$ cat src/rtl/i2s_transmitter.sv
// ---------------------------------------------------------------------------
// i2s_transmitter
//
// Output stage of the anti-noise path. Takes signed left/right samples from
// the FIR filter (one-cycle ready pulse), double-buffers them and serialises
// each pair as a standard I2S frame (BCLK, LRCLK, SDATA, MSB first, one-BCLK
// data delay after every LRCLK change) towards an external I2S DAC/amp.
//
// Timing is derived from the system clock: BCLK toggles every BCLK_HALF
// clk_in cycles, one frame is 2*SLOT_BITS BCLK periods. All serial outputs
// change together on the clk_in cycle in which BCLK falls, so the receiver
// always sees stable data on the BCLK rising edge.
//
// Buffering:
//   pending  <- written by every ready_in pulse (newest pair wins)
//   active   <- loaded from pending at each frame boundary; if nothing new
//               was pending the previous pair is simply repeated
//
// Requirements on the parameters:
//   SLOT_BITS is a power of two, SAMPLE_BITS <= SLOT_BITS-1, BCLK_HALF >= 2.
// ---------------------------------------------------------------------------
module i2s_transmitter #(
    parameter int BCLK_HALF   = 12,
    parameter int SLOT_BITS   = 32,
    parameter int SAMPLE_BITS = 16
) (
    input  logic                   clk_in,
    input  logic                   rst_in,
    input  logic                   ready_in,
    input  logic [SAMPLE_BITS-1:0] left_in,
    input  logic [SAMPLE_BITS-1:0] right_in,
    input  logic                   mute_in,
    output logic                   i2s_bclk_out,
    output logic                   i2s_lrclk_out,
    output logic                   i2s_data_out,
    output logic                   frame_start_out,
    output logic                   overrun_out
);

    // -----------------------------------------------------------------------
    // Derived sizes
    // -----------------------------------------------------------------------
    localparam int FRAME_BITS = 2 * SLOT_BITS;
    localparam int DIV_W      = (BCLK_HALF > 1) ? $clog2(BCLK_HALF) : 1;
    localparam int CNT_W      = $clog2(FRAME_BITS);
    localparam int POS_W      = $clog2(SLOT_BITS);

    localparam logic [DIV_W-1:0] DIV_LAST = DIV_W'(BCLK_HALF - 1);
    localparam logic [CNT_W-1:0] CNT_LAST = CNT_W'(FRAME_BITS - 1);
    localparam logic [CNT_W-1:0] CNT_ZERO = {CNT_W{1'b0}};
    localparam logic [DIV_W-1:0] DIV_ZERO = {DIV_W{1'b0}};

    // -----------------------------------------------------------------------
    // Bit selection helper
    //
    // Returns the serial bit for slot position pos of one channel word:
    //   pos 0                  -> 0 (I2S one-BCLK delay)
    //   pos 1 .. SAMPLE_BITS   -> word[SAMPLE_BITS-pos] (MSB first)
    //   above SAMPLE_BITS      -> 0 (slot padding)
    // The slot is laid out MSB-first in a SLOT_BITS vector and then bit
    // reversed so the slot position can index it directly.
    // -----------------------------------------------------------------------
    function automatic logic slot_bit(
        input logic [SAMPLE_BITS-1:0] word,
        input logic [POS_W-1:0]       pos
    );
        logic [SLOT_BITS-1:0] msb_first;
        logic [SLOT_BITS-1:0] by_pos;
        msb_first = SLOT_BITS'({1'b0, word}) << (SLOT_BITS - 1 - SAMPLE_BITS);
        by_pos    = {<<{msb_first}};
        return by_pos[pos];
    endfunction

    // -----------------------------------------------------------------------
    // State
    // -----------------------------------------------------------------------
    logic [DIV_W-1:0]       div_cnt_r;
    logic                   bclk_r;
    logic [CNT_W-1:0]       bit_cnt_r;
    logic                   lrclk_r;
    logic                   data_r;
    logic                   frame_start_r;
    logic                   overrun_r;

    logic [SAMPLE_BITS-1:0] pend_left_r;
    logic [SAMPLE_BITS-1:0] pend_right_r;
    logic                   pend_valid_r;
    logic [SAMPLE_BITS-1:0] act_left_r;
    logic [SAMPLE_BITS-1:0] act_right_r;

    // -----------------------------------------------------------------------
    // Combinational decode
    // -----------------------------------------------------------------------
    logic                   div_wrap_s;
    logic                   fall_s;
    logic                   load_s;
    logic [CNT_W-1:0]       bit_cnt_next_s;
    logic                   slot_s;
    logic [POS_W-1:0]       pos_s;
    logic                   data_next_s;
    logic                   overrun_s;

    // Decode divider wrap, BCLK falling event, frame boundary and next bit.
    always_comb begin
        div_wrap_s     = 1'b0;
        fall_s         = 1'b0;
        load_s         = 1'b0;
        bit_cnt_next_s = CNT_ZERO;
        slot_s         = 1'b0;
        pos_s          = {POS_W{1'b0}};
        data_next_s    = 1'b0;
        overrun_s      = 1'b0;

        div_wrap_s = (div_cnt_r == DIV_LAST);

        // A wrap while BCLK is high means BCLK is about to fall.
        fall_s = div_wrap_s & bclk_r;

        // Frame boundary: the falling edge that takes bit_cnt 63 -> 0.
        load_s = fall_s & (bit_cnt_r == CNT_LAST);

        if (bit_cnt_r == CNT_LAST) begin
            bit_cnt_next_s = CNT_ZERO;
        end else begin
            bit_cnt_next_s = bit_cnt_r + CNT_W'(1);
        end

        slot_s = bit_cnt_next_s[CNT_W-1];
        pos_s  = bit_cnt_next_s[POS_W-1:0];

        // On the load cycle pos_s is 0, so the not-yet-updated active word
        // is never observed on the line.
        if (slot_s) begin
            data_next_s = slot_bit(act_right_r, pos_s);
        end else begin
            data_next_s = slot_bit(act_left_r, pos_s);
        end

        // A pending pair that never reached the active registers is being
        // replaced. On the load cycle the old pair moves to active first,
        // so nothing is lost there.
        if (ready_in && pend_valid_r && !load_s) begin
            overrun_s = 1'b1;
        end else begin
            overrun_s = 1'b0;
        end
    end

    // -----------------------------------------------------------------------
    // Sequential logic
    // -----------------------------------------------------------------------

    // BCLK divider: toggle BCLK every BCLK_HALF system clocks.
    always_ff @(posedge clk_in or posedge rst_in) begin
        if (rst_in) begin
            div_cnt_r <= DIV_ZERO;
            bclk_r    <= 1'b0;
        end else if (div_wrap_s) begin
            div_cnt_r <= DIV_ZERO;
            bclk_r    <= ~bclk_r;
        end else begin
            div_cnt_r <= div_cnt_r + DIV_W'(1);
        end
    end

    // Frame bit counter, word select and serial data, all moving on BCLK fall.
    always_ff @(posedge clk_in or posedge rst_in) begin
        if (rst_in) begin
            bit_cnt_r <= CNT_ZERO;
            lrclk_r   <= 1'b0;
            data_r    <= 1'b0;
        end else if (fall_s) begin
            bit_cnt_r <= bit_cnt_next_s;
            lrclk_r   <= slot_s;
            data_r    <= data_next_s;
        end else begin
            bit_cnt_r <= bit_cnt_r;
            lrclk_r   <= lrclk_r;
            data_r    <= data_r;
        end
    end

    // Active sample pair: refreshed from pending (or muted) at each frame start.
    always_ff @(posedge clk_in or posedge rst_in) begin
        if (rst_in) begin
            act_left_r  <= '0;
            act_right_r <= '0;
        end else if (load_s) begin
            if (mute_in) begin
                act_left_r  <= '0;
                act_right_r <= '0;
            end else if (pend_valid_r) begin
                act_left_r  <= pend_left_r;
                act_right_r <= pend_right_r;
            end else begin
                act_left_r  <= act_left_r;
                act_right_r <= act_right_r;
            end
        end else begin
            act_left_r  <= act_left_r;
            act_right_r <= act_right_r;
        end
    end

    // Pending sample pair: captured on ready_in, consumed at frame start.
    always_ff @(posedge clk_in or posedge rst_in) begin
        if (rst_in) begin
            pend_left_r  <= '0;
            pend_right_r <= '0;
            pend_valid_r <= 1'b0;
        end else if (ready_in) begin
            // Also covers ready_in on the load cycle: the load above used
            // the old contents, the new pair is left waiting.
            pend_left_r  <= left_in;
            pend_right_r <= right_in;
            pend_valid_r <= 1'b1;
        end else if (load_s) begin
            pend_left_r  <= pend_left_r;
            pend_right_r <= pend_right_r;
            pend_valid_r <= 1'b0;
        end else begin
            pend_left_r  <= pend_left_r;
            pend_right_r <= pend_right_r;
            pend_valid_r <= pend_valid_r;
        end
    end

    // Status pulses, registered so they line up with the serial outputs.
    always_ff @(posedge clk_in or posedge rst_in) begin
        if (rst_in) begin
            frame_start_r <= 1'b0;
            overrun_r     <= 1'b0;
        end else begin
            frame_start_r <= load_s;
            overrun_r     <= overrun_s;
        end
    end

    // -----------------------------------------------------------------------
    // Outputs (all straight from registers)
    // -----------------------------------------------------------------------
    assign i2s_bclk_out    = bclk_r;
    assign i2s_lrclk_out   = lrclk_r;
    assign i2s_data_out    = data_r;
    assign frame_start_out = frame_start_r;
    assign overrun_out     = overrun_r;

endmodule

$ cat config.mk
export PLATFORM = sky130hd
export DESIGN_NAME = i2s_transmitter
export DESIGN_NICKNAME = d
export VERILOG_FILES = /design/src/rtl/i2s_transmitter.sv
export SDC_FILE = /design/constraint.sdc
export NUM_CORES = 1
export LEC_CHECK = 0
export ABC_CLOCK_PERIOD_IN_PS = 5100
export CORE_ASPECT_RATIO = 1.25
export CORE_MARGIN = 2
export CORE_UTILIZATION = 40
export DETAILED_ROUTE_END_ITERATION = 6
export PLACE_DENSITY = 0.63
export RECOVER_POWER = 100
export SETUP_SLACK_MARGIN = 0.02
export SYNTH_ARGS = -nofsm -noshare
export SYNTH_HDL_FRONTEND = slang
export SYNTH_SLANG_ARGS = --single-unit
$ cat constraint.sdc
create_clock -name clk_in -period 5.1 [get_ports clk_in]
set_input_delay 0.765 -clock clk_in [delete_from_list [all_inputs] [get_ports clk_in]]
set_output_delay 0.765 -clock clk_in [all_outputs]
set_load 0.1 [all_outputs]
==> impl_metrics.toml, run 1 <==
[die]
pin_count = 41
placementRows = 39
core-area_mm2 = 0.00908
die_area_mm2 = 0.0101
initial_core_util_pct = 40.8
die_w_um = 90.1
chipHeight_um = 112

[grt]
grt_remaining_overflow = 0
grt_pass1_vias = 2380
antenna_found_initial = 0
grt_use_total_pct = 14.1
grt_pass1_wl_um = 11300
grt_max_degree = 52

[finish]
fin_nets = 354
n_antenna_cell = 0
areaGrowthSynthToFinish_pct = 20.3
drive_gt1_share_pct = 18.2

[timing]
tightestPinTransition_ns = 1.90
grt_setup_unrepaired = "no"
max_freq_mhz = 288
setup_viol_count_final = 0
worst_clock_skew_ns = 0.00424
slew_violations = 120
period_share_pct = 68.0
min_period_ns = 3.47
relSlewSlack_pct = -26.5
fin_tns_setup_ns = 0
whs_ns = 0.463
final_hold_viol_count = 0

[power_and_ir_drop]
ir_worst_vdd_mv = 0.188
p_per_area_mw_per_mm2 = 316
p_leak_uw = 0.00205

[synth]
yosysTopAreaCellShare_pct = 53.3
ys_warn_count = 0
synth_sequential_area_ratio_pct = 53.3
syn_nets = 313
synthTopCellsByCount = "dfrtp_1, mux2_1, mux2_2"
synth_area_mm2 = 0.00371
async_flop_share_pct = 100
synth_most_common_cell = "dfrtp_1"
synth_ff_type = "dfrtp_1"
synth-edff-count = 0
ys_seq_elements = 79
yosysUniqueCellTypes = 46
postSynthCellCount = 275
synth_top_cell_by_area = "dfrtp_1"
avgSynthCellArea_um2 = 13.5
synth.area.top_cells = "dfrtp_1, mux2_1, mux2_2, nor2b_1, mux2i_1"

[clock_tree]
clkTransAtPathRegs_ns = 0.06
cts_setup_buffers = 0
hold_buffers = 0
cts.sinks = 79
clock_latency_ns = 0.33
cts.repair.resized = 0
cts_root_buf = "clkbuf_16"
numCtsBuffers = 9
cts-htree-levels = 3
clock_path_buffers = 2
cts_tree = "yes"

[worst_setup_path]
critical_path_class = "register to register"
critPathArrivalTime_ns = 3.67
worst_setup_path_start_kind = "register"
end_kind = "register"
worstPathRequired_ns = 5.30
worst-path-max-fanout = 32

[detailed_routing]
drtIter0Drc = 102
drt_pass1_iterations = 4
wire_per_inst_um = 14.4
via_per_inst = 4.96
ant_nets = 0
routed_wl_um = 6350
num_vias = 2193
drc = 0

[flow_run]
cap_violations = 3

[place]
io_buffers = 40
dpl.hpwl_um = 4370
place_congestion = 0.794

[outcome]
violations = "capacitance limit, slew limit"
status = "finished, violations left"

[hold_path]
hp-class = "register to register"
## power breakdown
group	switching [µW]	leakage, µW	internal (µW)
registers	11.8	0.00101	653
clock network	229	0.000144	422
logic	36.8	0.000891	58.6
## worst paths after layout
check | endpoint | start | depth (start not counted) | slack, ns
setup / recovery | act_left_r[13] | bit_cnt_r[0] | 8 | 1.63
hold / removal | div_cnt_r[0] | div_cnt_r[0] | 1 | 0.46
setup reg to reg | act_left_r[13] | bit_cnt_r[0] | 8 | 1.63
hold reg to reg | div_cnt_r[0] | div_cnt_r[0] | 1 | 0.46
max in group asynchronous | act_left_r[10] | rst_in | 3 | 2.33
min in group asynchronous | pend_right_r[2] | rst_in | 2 | 1.50
## placed cells by master (no fill, tap or decap), drive strengths merged, types with 3 or more instances in the layout
master         instances
o21ai                  6
inv                    4
clkbuf                12
mux2i                 14
dlygate4sd3            7
nand2                  8
clkdlybuf4s50         33
nor2b                 32
xnor2                  5
dfrtp                 79
mux2                  69
mux4                   3
a21oi                  3
nor2                   5
and2                   3
nand3                  6
## critical path, cell delays in order, from the launching register on
cell      delay (ns)
dfrtp_1         0.47
ha_1            0.35
and4_1          0.31
and2_0          0.25
nand3_1         0.14
inv_1           0.06
o21ai_0         0.06
clkbuf_1        1.26
mux2_1          0.41
## stage by stage
stage	setup slack [ns]	instances	cell area, µm²	util [%]	power [µW]
final	1.63	442	4460	49.1	1410
after global routing	1.31	442	4460	49.1	1470
after CTS	2.30	442	4510	49.7	1430
after detailed placement	2.52	428	4210	46.4	775
after global placement	2.60	428	4210	46.4	773
after floorplan	2.31	275	3710	-	730
## layout make-up
| cell class | count | area, µm² |
|---|---|---|
| fill | 858 | 4620 |
| sequential | 79 | 1980 |
| multi-input combinational | 178 | 1590 |
| timing repair buffer | 44 | 423 |
| clock buffer | 10 | 229 |
| tap | 123 | 154 |
| clock inverter | 4 | 72.6 |
| inverter | 4 | 15.0 |
## layer usage
layer,global-route usage (%),part of all wire (%),up-vias
met5,0,0,-
met3,3.72,3.1,8
met2,23.7,50,28
li1,-,-,1051
met1,16.8,44,1106
met4,7.18,2.6,0
## logic make-up (layout without fill, tap and decap cells)
family,after synthesis,after routing,share of synthesized area [%]
AOI/OAI and AO/OA,17,17,3.71
xor gates and xnor gates,7,7,2.16
adders and majority gates,2,2,0.675
buffers and inverters,18,62,2.67
DFF,79,79,53.3
muxes,86,86,26.7
and+or+nand+nor,66,66,10.8
## registers in the layout, indices dropped and copies added (netlist names)
| signal | count |
|---|---|
| i2s_data_out | 1 |
| overrun_out | 1 |
| act_right_r | 16 |
| i2s_bclk_out | 1 |
| frame_start_out | 1 |
| pend_left_r | 16 |
| pend_valid_r | 1 |
| act_left_r | 16 |
| bit_cnt_r | 6 |
| pend_right_r | 16 |
| div_cnt_r | 4 |
Power figures use the tool's default switching activity.
==> inputs of run 2 (changes only) <==
- ABC_CLOCK_PERIOD_IN_PS: 5100 -> 3550
- clock period: 5.1 -> 3.55 ns (I/O delays scaled with it)
==> impl_metrics.toml, run 2 (synthesis gave the netlist of run 1 again) <==
[power_and_ir_drop]
ir_worst_vdd_mv = 0.226
p_leak_uw = 0.00205
p_per_area_mw_per_mm2 = 447

[clock_tree]
clkTransAtPathRegs_ns = 0.06
cts_setup_buffers = 0
clock_latency_ns = 0.33
cts-htree-levels = 3
cts_tree = "yes"
clock_path_buffers = 2
numCtsBuffers = 9
cts.repair.resized = 0
cts_root_buf = "clkbuf_16"
hold_buffers = 0
cts.sinks = 79

[grt]
grt_remaining_overflow = 0
grt_use_total_pct = 13.6
antenna_found_initial = 0
grt_pass1_vias = 2325
grt_pass1_wl_um = 10900
grt_max_degree = 44

[detailed_routing]
routed_wl_um = 6260
drt_pass1_iterations = 4
ant_nets = 0
num_vias = 2176
via_per_inst = 4.90
drtIter0Drc = 72
wire_per_inst_um = 14.1
drc = 0

[timing]
grt_setup_unrepaired = "no"
max_freq_mhz = 363
slew_violations = 35
whs_ns = 0.463
worst_clock_skew_ns = 0.00739
fin_tns_setup_ns = 0
relSlewSlack_pct = -20.4
period_share_pct = 77.6
setup_viol_count_final = 0
tightestPinTransition_ns = 1.81
final_hold_viol_count = 0
min_period_ns = 2.75

[worst_setup_path]
critical_path_class = "register to register"
crit_buf_inv = 0
critPathArrivalTime_ns = 2.96
worst_setup_path_start_kind = "register"
worst_path_max_delay_cell = "xnor2_2"
cp_cell_sequence = "ha_1 -> xnor2_2 -> mux4_2 -> mux2_2 -> a221oi_1 -> or3_1 -> o211ai_2"
worstPathRequired_ns = 3.76
end_kind = "register"
path_delay_family = "XOR/XNOR gates"
reg2reg_depth = 7
worst-path-max-fanout = 12
cp.depth = 7
slowest_delay_ns = 0.70

[finish]
areaGrowthSynthToFinish_pct = 20.7
final_cells = 444
nFillCells = 818
layout_common_cells = "dfrtp_1, mux2_1, mux2_2"
final_common_cell = "dfrtp_1"
drive_gt1_share_pct = 18.7
fin_nets = 354
n_antenna_cell = 0

[place]
place_congestion = 0.760
io_buffers = 40
dpl.hpwl_um = 4260
dp.cells = 428

[die]
core-area_mm2 = 0.00908
initial_core_util_pct = 40.8
chipHeight_um = 112
die_w_um = 90.1
placementRows = 39
pin_count = 41
die_area_mm2 = 0.0101

[outcome]
violations = "capacitance limit, slew limit"
status = "finished, violations left"

[hold_path]
hold_depth = 1
hp-class = "register to register"

[flow_run]
cap_violations = 1
[run 2: cell types whose count changed in the layout (fill, tap and decap cells not counted)]
cell / previous run / this run
buf_12: 0 / 1
bufinv_16: 2 / 1
clkbuf_1: 3 / 4
clkbuf_8: 0 / 1
xnor2_1: 5 / 4
xnor2_2: 0 / 1
[run 2: path summary, 6_finish.rpt]
check	startpoint	to	slack (ns)
worst max-delay path	bit_cnt_r[0]	i2s_data_out	0.80
worst min-delay path	div_cnt_r[0]	div_cnt_r[0]	0.46
worst max register to register	bit_cnt_r[0]	i2s_data_out	0.80
worst min register to register	div_cnt_r[0]	div_cnt_r[0]	0.46
max in group asynchronous	rst_in	act_left_r[1]	1.60
min in group asynchronous	rst_in	overrun_out	1.07
[run 2: report_power, final]
group	total [µW]	internal (µW)	switching (µW)
Clock	905	563	342
Combinational	139	85.7	52.8
Sequential	954	938	16.5
[run 2: layout make-up]
type	count	area (µm²)	share of cell area, %
inverters	4	15.0	0.336
clock buffers	13	250	5.59
well taps	123	154	3.44
clock inverters	3	42.5	0.951
repair buffers	44	439	9.82
multi-input cells	178	1600	35.7
flip-flops and latches	79	1980	44.2
[run 2: through the flow]
| stage | total power (µW) | instance area (µm²) | setup slack [ns] | util, % |
|---|---|---|---|---|
| finish | 2000 | 4470 | 0.796 | 49.3 |
| global route | 2080 | 4470 | 0.578 | 49.3 |
| CTS | 2030 | 4510 | 0.978 | 49.7 |
| detailed placement | 1110 | 4220 | 1.01 | 46.5 |
| global placement | 1110 | 4220 | 1.05 | 46.5 |
| floorplan | 1050 | 3710 | 0.994 | - |
[run 2: routing by layer]
layer  global-route usage [%]  share of wire (%)  up-vias
li1                         -                  -     1047
met1                     17.3                 46     1086
met2                     22.0                 48       31
met3                     1.89                2.5       12
met4                     8.62                3.0        0
met5                        0                  0        -
